### src/rtl/prefix_addsub_pipe_if.sv
// rtl/prefix_addsub_pipe_if.sv - operand/result handshake bundle for prefix_addsub_pipe
//
// Purpose: groups the operand (in_*) and result (out_*) handshakes of the
// pipelined prefix adder/subtractor so producer and consumer share one port.
// Ports (WIDTH = operand width):
//   in_valid  producer -> adder   operands valid
//   in_ready  adder -> producer   adder accepts operands this cycle
//   op_sub    producer -> adder   0: a+b, 1: a-b
//   a, b      producer -> adder   operands, WIDTH bits
//   out_valid adder -> consumer   result valid
//   out_ready consumer -> adder   consumer accepts result
//   sum       adder -> consumer   result mod 2^WIDTH
//   cout      adder -> consumer   carry out (sub: 1 = no borrow)
//   zero/neg/ovf                  status flags of the registered sum
// master = operand source / result sink, slave = the adder.
interface prefix_addsub_pipe_if #(
   parameter int WIDTH = 16
);
   logic             in_valid;
   logic             in_ready;
   logic             op_sub;
   logic [WIDTH-1:0] a;
   logic [WIDTH-1:0] b;
   logic             out_valid;
   logic             out_ready;
   logic [WIDTH-1:0] sum;
   logic             cout;
   logic             zero;
   logic             neg;
   logic             ovf;

   modport master (
      output in_valid, op_sub, a, b, out_ready,
      input  in_ready, out_valid, sum, cout, zero, neg, ovf
   );

   modport slave (
      input  in_valid, op_sub, a, b, out_ready,
      output in_ready, out_valid, sum, cout, zero, neg, ovf
   );
endinterface

### src/rtl/prefix_addsub_pipe.sv
// rtl/prefix_addsub_pipe.sv - pipelined Kogge-Stone adder/subtractor with valid/ready
//
// Purpose: registered a+b / a-b datapath. Stage 0 forms generate/propagate,
// NPR prefix groups of LVLS_PER levels each end in a register, and the output
// stage forms sum and flags. Latency = ceil(clog2(WIDTH)/LVLS_PER) + 2.
// Ports:
//   clk    rising-edge clock
//   rst_n  asynchronous active-low reset
//   io     prefix_addsub_pipe_if.slave (operand and result handshakes)
// The whole pipeline advances or holds as one unit; it holds only while a
// valid result is waiting on a deasserted out_ready.
module prefix_addsub_pipe #(
   parameter int WIDTH    = 16,
   parameter int LVLS_PER = 2
) (
   input  logic                clk,
   input  logic                rst_n,
   prefix_addsub_pipe_if.slave io
);
   localparam int L   = $clog2(WIDTH);
   localparam int NPR = (L + LVLS_PER - 1) / LVLS_PER;

   // Group generate for one prefix level of span 2^k. Positions whose partner
   // is already fully resolved (gray cells) and the rest (black cells) share
   // the same generate equation.
   function automatic logic [WIDTH-1:0] ks_g(input logic [WIDTH-1:0] g,
                                             input logic [WIDTH-1:0] p,
                                             input int k);
      logic [WIDTH-1:0] gn;
      gn = g;
      for (int i = (1 << k); i < WIDTH; i++) begin
         gn[i] = g[i] | (p[i] & g[i - (1 << k)]);
      end
      return gn;
   endfunction

   // Group propagate is only refreshed by black cells (partner unresolved).
   function automatic logic [WIDTH-1:0] ks_p(input logic [WIDTH-1:0] p,
                                             input int k);
      logic [WIDTH-1:0] pn;
      pn = p;
      for (int i = (2 << k); i < WIDTH; i++) begin
         pn[i] = p[i] & p[i - (1 << k)];
      end
      return pn;
   endfunction

   logic stall;
   logic adv;
   assign stall       = io.out_valid & ~io.out_ready;
   assign adv         = ~stall;
   assign io.in_ready = adv;

   // Stage registers, index 0 = operand stage, NPR = last prefix group.
   logic [NPR:0][WIDTH-1:0]   g_q;    // group generate
   logic [NPR-1:0][WIDTH-1:0] pp_q;   // group propagate, dead after the last level
   logic [NPR:0][WIDTH-1:0]   p_q;    // bitwise propagate, kept for the sum
   logic [NPR:0]              cin_q;
   logic [NPR:0]              am_q;   // a[W-1]
   logic [NPR:0]              bm_q;   // bi[W-1]
   logic [NPR:0]              v_q;

   logic [WIDTH-1:0] bi;
   logic [WIDTH-1:0] g0;
   logic [WIDTH-1:0] p0;

   always_comb begin
      bi    = io.op_sub ? ~io.b : io.b;
      p0    = io.a ^ bi;
      g0    = io.a & bi;
      // Carry-in sits at position -1, so bit 0 absorbs it before the tree.
      g0[0] = g0[0] | (p0[0] & io.op_sub);
   end

   always_ff @(posedge clk or negedge rst_n) begin
      if (!rst_n) begin
         v_q[0]   <= 1'b0;
         g_q[0]   <= '0;
         pp_q[0]  <= '0;
         p_q[0]   <= '0;
         cin_q[0] <= 1'b0;
         am_q[0]  <= 1'b0;
         bm_q[0]  <= 1'b0;
      end else if (adv) begin
         v_q[0] <= io.in_valid;
         if (io.in_valid) begin
            g_q[0]   <= g0;
            pp_q[0]  <= p0;
            p_q[0]   <= p0;
            cin_q[0] <= io.op_sub;
            am_q[0]  <= io.a[WIDTH-1];
            bm_q[0]  <= bi[WIDTH-1];
         end
      end
   end

   for (genvar j = 1; j <= NPR; j++) begin : g_grp
      localparam int KLO  = (j - 1) * LVLS_PER;
      localparam int NL   = (L - KLO < LVLS_PER) ? (L - KLO) : LVLS_PER;
      localparam bit LAST = (j == NPR);
      // The final level of the tree never needs its propagate output.
      localparam int NP   = LAST ? NL - 1 : NL;

      logic [NL:0][WIDTH-1:0] lg;
      logic [NP:0][WIDTH-1:0] lp;

      assign lg[0] = g_q[j-1];
      assign lp[0] = pp_q[j-1];

      for (genvar m = 0; m < NL; m++) begin : g_lvl
         assign lg[m+1] = ks_g(lg[m], lp[m], KLO + m);
         if (m < NP) begin : g_prop
            assign lp[m+1] = ks_p(lp[m], KLO + m);
         end
      end

      always_ff @(posedge clk or negedge rst_n) begin
         if (!rst_n) begin
            v_q[j]   <= 1'b0;
            g_q[j]   <= '0;
            p_q[j]   <= '0;
            cin_q[j] <= 1'b0;
            am_q[j]  <= 1'b0;
            bm_q[j]  <= 1'b0;
         end else if (adv) begin
            v_q[j] <= v_q[j-1];
            if (v_q[j-1]) begin
               g_q[j]   <= lg[NL];
               p_q[j]   <= p_q[j-1];
               cin_q[j] <= cin_q[j-1];
               am_q[j]  <= am_q[j-1];
               bm_q[j]  <= bm_q[j-1];
            end
         end
      end

      if (!LAST) begin : g_pp
         always_ff @(posedge clk or negedge rst_n) begin
            if (!rst_n) begin
               pp_q[j] <= '0;
            end else if (adv && v_q[j-1]) begin
               pp_q[j] <= lp[NL];
            end
         end
      end
   end

   // G[i] now holds the carry out of bit i, carry-in included.
   logic [WIDTH-1:0] g_f;
   logic [WIDTH-1:0] sum_n;
   assign g_f   = g_q[NPR];
   assign sum_n = p_q[NPR] ^ {g_f[WIDTH-2:0], cin_q[NPR]};

   always_ff @(posedge clk or negedge rst_n) begin
      if (!rst_n) begin
         io.out_valid <= 1'b0;
         io.sum       <= '0;
         io.cout      <= 1'b0;
         io.zero      <= 1'b0;
         io.neg       <= 1'b0;
         io.ovf       <= 1'b0;
      end else if (adv) begin
         io.out_valid <= v_q[NPR];
         // Results and flags keep their last value across bubbles.
         if (v_q[NPR]) begin
            io.sum  <= sum_n;
            io.cout <= g_f[WIDTH-1];
            io.zero <= ~|sum_n;
            io.neg  <= sum_n[WIDTH-1];
            io.ovf  <= (am_q[NPR] == bm_q[NPR]) && (sum_n[WIDTH-1] != am_q[NPR]);
         end
      end
   end
endmodule

### src/flat_wrapper.sv
// flat-port wrapper written by rule: the top's interface ports become plain ports
module prefix_addsub_pipe_flat 
#(
   parameter int WIDTH    = 16,
   parameter int LVLS_PER = 2
)
  (clk, rst_n, io_in_valid, io_op_sub, io_a, io_b, io_out_ready, io_in_ready, io_out_valid, io_sum, io_cout, io_zero, io_neg, io_ovf);
  prefix_addsub_pipe_if #(.WIDTH(WIDTH)) io_i ();
  input  logic clk;
  input  logic rst_n;
  input wire logic [$bits(io_i.in_valid)-1:0] io_in_valid;
  input wire logic [$bits(io_i.op_sub)-1:0] io_op_sub;
  input wire logic [$bits(io_i.a)-1:0] io_a;
  input wire logic [$bits(io_i.b)-1:0] io_b;
  input wire logic [$bits(io_i.out_ready)-1:0] io_out_ready;
  output wire logic [$bits(io_i.in_ready)-1:0] io_in_ready;
  output wire logic [$bits(io_i.out_valid)-1:0] io_out_valid;
  output wire logic [$bits(io_i.sum)-1:0] io_sum;
  output wire logic [$bits(io_i.cout)-1:0] io_cout;
  output wire logic [$bits(io_i.zero)-1:0] io_zero;
  output wire logic [$bits(io_i.neg)-1:0] io_neg;
  output wire logic [$bits(io_i.ovf)-1:0] io_ovf;
  assign io_i.in_valid = io_in_valid;
  assign io_i.op_sub = io_op_sub;
  assign io_i.a = io_a;
  assign io_i.b = io_b;
  assign io_i.out_ready = io_out_ready;
  assign io_in_ready = io_i.in_ready;
  assign io_out_valid = io_i.out_valid;
  assign io_sum = io_i.sum;
  assign io_cout = io_i.cout;
  assign io_zero = io_i.zero;
  assign io_neg = io_i.neg;
  assign io_ovf = io_i.ovf;
  prefix_addsub_pipe #(.WIDTH(WIDTH), .LVLS_PER(LVLS_PER)) u_core (.clk(clk), .rst_n(rst_n), .io(io_i));
endmodule
### config.mk
export PLATFORM = sky130hd
export DESIGN_NAME = prefix_addsub_pipe_flat
export DESIGN_NICKNAME = d
export VERILOG_FILES = /design/src/rtl/prefix_addsub_pipe_if.sv /design/src/rtl/prefix_addsub_pipe.sv /design/src/flat_wrapper.sv
export SDC_FILE = /design/constraint.sdc
export NUM_CORES = 1
export LEC_CHECK = 0
export ABC_AREA = 0
export CAP_MARGIN = 10
export CORE_MARGIN = 1
export CORE_UTILIZATION = 24
export CTS_CLUSTER_SIZE = 40
export DETAILED_ROUTE_END_ITERATION = 16
export SLEW_MARGIN = 40
export SYNTH_ARGS = -nofsm -noshare
export SYNTH_HDL_FRONTEND = slang
export SYNTH_SLANG_ARGS = --single-unit
### constraint.sdc
create_clock -name clk -period 2.3 [get_ports clk]
set_input_delay 0.575 -clock clk [delete_from_list [all_inputs] [get_ports clk]]
set_output_delay 0.575 -clock clk [all_outputs]
set_load 0.05 [all_outputs]
**Word level (Yosys, flattened, before mapping)**

Cells that the tools add are included.

- Shift operators: 0
- Order comparisons: 0
- Reduce and logical (&&, ||, !) cells: 8
- $add $sub $neg: 0
- Div/mod/pow operators: 0
- Multiply operators: 0
- Eq/ne operators: 2
- Bitwise gates (word level): 141
- Mux-type cells: 1

Operators by type and width:

| kind | number |
|---|---|
| AND 1 bit | 85 |
| OR 1 bit | 50 |
| XOR 16 bit | 2 |
| AND 16 bit | 1 |
| two-way mux 16 bit | 1 |
| inverter 16 bit | 1 |
| OR reduction 16 bit | 1 |
| AND reduction 2 bit | 4 |
| logical AND 1 bit | 2 |
| inverter 1 bit | 2 |
| == test 1 bit | 1 |
| zero test 1 bit | 1 |
| inequality test 1 bit | 1 |

- RAM bits: 0
- Latch bits: 0
- Input bits: 37
- Register bits after elaboration: 145
- Memory bits (read-only): 0
- Memories: 0
- Output and inout port bits: 22

**Longest topological paths before layout**

- Word-level depth: 5
- Gate-level depth with buffers: 7
- Gate-level depth less buffers: 5

**Least setup slack after synthesis**

OpenSTA, ideal clock, no wires.

- Kind: input-to-reg
- From: input io_op_sub
- To: register u_core.pp_q, in the netlist u_core.g_grp[1].lp[12]
- Setup time: 0.125 ns
- Stages on the path: 5
- Arrival: 1.688 ns
- Slack: 0.487 ns
- Cells stage by stage: buf_2 -> buf_2 -> xor2_1 -> ha_1 -> mux2_4

- Cells in the longest elaborated chain, start to end: 2

Ends and longest elaborated chain:

| item | line | text |
|---|---|---|
| from (decl) | flat_wrapper.sv:12 | `input wire logic [$bits(io_i.op_sub)-1:0] io_op_sub;` |
| two-way mux 16 bit | prefix_addsub_pipe.sv:68 | `bi = io.op_sub ? ~io.b : io.b;` |
| XOR 16 bit | prefix_addsub_pipe.sv:69 | `p0 = io.a ^ bi;` |
| net u_core.p0[12] | prefix_addsub_pipe.sv:65 | `logic [WIDTH-1:0] p0;` |
| to (decl) | prefix_addsub_pipe.sv:56 | `logic [NPR-1:0][WIDTH-1:0] pp_q;` |

The timed path passes the listed nets, and every way through them passes these cells.
A chain may end at the register's enable or synchronous reset.

**Worst setup path after layout**

- From: register u_core.io.neg
- To: output io_neg

RTL lines:

| item | line | text |
|---|---|---|
| from (decl) | prefix_addsub_pipe_if.sv:39 | `output in_ready, out_valid, sum, cout, zero, neg, ovf` |
| from (signal assigned) | prefix_addsub_pipe.sv:169 | `io.neg <= sum_n[WIDTH-1];` |
| to (decl) | flat_wrapper.sv:21 | `output wire logic [$bits(io_i.neg)-1:0] io_neg;` |

No word-level cell between the ends.

==> flow_metrics.py <==
metrics = {
    "clocking": {
        "cts_tree": "yes",
        "cts.sinks": 140,
        "insertion_delay_ns": 0.42,
        "postCtsHoldBufs": 0,
        "cts.htree.levels": 4,
        "cts-root-buf": "clkbuf_16",
        "clk_pin_slew_ns": 0.06,
        "cts_made_buffers": 17,
        "post_cts_resized": 0,
        "postCtsSetupBuffers": 0,
        "clock_path_buffers": 2,
    },
    "global_route": {
        "antenna_found_initial": 0,
        "grt_max_degree": 45,
        "grt_pass1_wl_mm": 20.40,
        "grt_usage_pct": 9.957,
        "overflow": 0,
        "grt_pass1_vias": 3800,
    },
    "layout": {
        "final.fill_count": 2574,
        "final_nets": 598,
        "multiInputGateArea_mm2": 0.002480,
        "most-common-layout-cells": "dfrtp_1 (140), mux2_2 (71), clkdlybuf4s50_1 (56)",
        "fin_util_pct": 30.91,
        "antennaDiodeCount": 0,
        "drive_gt1_share_pct": 24.51,
        "final_area_mm2": 0.007805,
        "final_common_cell": "dfrtp_1",
        "syn_to_final_growth_pct": 25.72,
        "seq_area_mm2": 0.003503,
    },
    "synth": {
        "synthSimpleGateAreaFrac_pct": 5.965,
        "syn_inst": 485,
        "ys_types": 29,
        "synthMuxAreaShare_pct": 17.15,
        "syn-cell-area_mm2": 0.006208,
        "syn_nets": 537,
        "ys_warn_count": 0,
        "ys_seq_elements": 140,
        "ys_seq_area_share_pct": 56.43,
        "synth_top_family_by_area": "multiplexers",
        "synth-xor-area-share_pct": 4.655,
        "synth_compound_area_share_pct": 9.150,
        "synthAdderAreaFrac_pct": 3.023,
        "avgSynthCellArea_um2": 12.80,
    },
    "job": {
        "drv_cap": 0,
    },
    "worst_setup_path": {
        "cpPeakStageDelay_ns": 0.81,
        "crit_type": "reg2out",
        "crit_buf_inv": 1,
        "cp_max_fo": 3,
        "cp.required_ns": 1.73,
        "critPathCaptureType": "output port",
        "crit_path_start_kind": "register",
        "crit_chain": "clkdlybuf4s50_1",
        "crit_family": "buffers and inverters",
        "critPathSlowestCell": "clkdlybuf4s50_1",
        "arrival_ns": 1.60,
    },
    "routing": {
        "ant_nets": 0,
        "via_per_inst": 4.126,
        "dr_total_vias": 3668,
        "drt_first_pass_iters": 4,
        "drcViolationCount": 0,
        "wirelength_mm": 12.15,
        "drt_iter0_drc": 156,
        "routedWlPerCell_um": 13.66,
    },
    "floorplan": {
        "start_util_pct": 24.58,
        "core_mm2": 0.02525,
        "die_w_um": 162.8,
        "rows": 58,
        "pin_count": 59,
        "die_area_mm2": 0.02652,
        "chipHeight_um": 162.8,
    },
    "timing": {
        "rsz0062_at_grt": "no",
        "finalSetupViolCount": 0,
        "tightest_slew_ns": 0.5236,
        "period_share_pct": 94.71,
        "fin_hold_ws_ns": 0.08229,
        "min_period_ns": 2.178,
        "setup_tns_ns": 0,
        "hold_viol_final": 0,
        "maxSlewHeadroom_pct": 64.98,
        "skew_ns": 0.005472,
        "slew_viol_final": 0,
        "fmax_ghz": 0.4591,
    },
    "run_status": {
        "status": "finished, final reports clean",
    },
    "place": {
        "io_buffers": 58,
        "hpwl_mm": 8.594,
        "placed_cell_area_mm2": 0.007184,
        "gp_congestion": 0.6964,
    },
    "min_path": {
        "hold_path.class": "in2async",
    },
    "power_and_ir_drop": {
        "vdd_drop_max_v": 0.0004296,
        "p_leak_uw": 0.003505,
        "p_per_area_mw_per_mm2": 1432,
    },
}
-- worst paths after layout --
kind,from,endpoint,slack (ns),cells after the start
max in group asynchronous,rst_n,u_core.v_q[0]$_DFFE_PN0N_,1.59,2
min,rst_n,u_core.io.sum[0]$_DFFE_PN0P_,0.08,1
min reg2reg,u_core.g_grp[2].lp[15]$_DFFE_PN0P_,u_core.g_grp[2].lp[15]$_DFFE_PN0P_,0.48,2
max reg2reg,u_core.io.out_valid$_DFFE_PN0N_,u_core.g_grp[1].lp[1]$_DFFE_PN0P_,0.80,5
min in group clk,u_core.g_grp[2].lp[15]$_DFFE_PN0P_,u_core.g_grp[2].lp[15]$_DFFE_PN0P_,0.48,2
max,u_core.io.neg$_DFFE_PN0P_,io_neg,0.12,1
-- cell families after synthesis --
family | after synthesis
compound gates | 96
xor+xnor | 33
fa+ha+maj | 15
buf+inv | 32
flops | 140
mux | 89
simple gates | 80
-- Yosys cell counts, drive strengths merged --
library cell  number  area, um^2
nor2b              1       13.76
nand2             39       156.4
inv                1       8.760
a21o              31       232.7
o21ai             29       145.1
dfrtp            140        3503
xor2              16       140.1
nand3              2       10.01
ha                15       187.7
mux2i              1       10.01
a21oi             32       160.2
nand2b             1       6.260
nor4               1       6.260
a22o               2       17.52
nand4             14       87.58
buf               22       182.7
a31oi              2       12.51
or3                1       6.260
and2               1       8.760
clkbuf             9       33.78
mux2              88        1055
xnor2             17       148.9
nor2              20       75.07
-- state kept, by name, indices dropped and copies added, names as in the netlist --
name                 cells
u_core.io.ovf            1
u_core.g_f              16
u_core.io.zero           1
u_core.io.sum           15
u_core.g_grp.lp         30
u_core.g_grp.lg         32
u_core.am_q              3
u_core.io.out_valid      1
u_core.cin_q             3
u_core.io.cout           1
u_core.io.neg            1
u_core.v_q               3
u_core.bm_q              3
u_core.p_q              30
-- through the flow --
| stage | total power, uW | setup slack [ns] | cells |
|---|---|---|---|
| global route | 11890 | 0.05847 | 889 |
| finish | 11180 | 0.1216 | 889 |
| detailed placement | 8390 | 0.1284 | 857 |
| floorplan | 7178 | 0.4867 | 485 |
| CTS | 11310 | 0.07082 | 889 |
| global placement | 8280 | 0.1390 | 857 |
-- where the power goes --
| group | internal, uW | switching, uW | total [uW] |
|---|---|---|---|
| logic | 1920 | 1990 | 3910 |
| clock network | 1900 | 979 | 2880 |
| registers | 3530 | 867 | 4400 |
-- area by class of cell --
cell class                 count  area share (%)
tap                          330           5.290
multi-input combinational    313           31.77
timing repair buffer          73           9.987
clock buffer                  25           6.220
inverter                       1          0.1122
sequential                   140           44.89
clock inverter                 7           1.731
-- routing by layer --
metal  GRT usage (%)  wire, um
met1           14.67      6602
met2           13.23      4908
met3           3.412       503
met4           3.441       132
met5               0         0
Power figures use the tool's default switching activity.
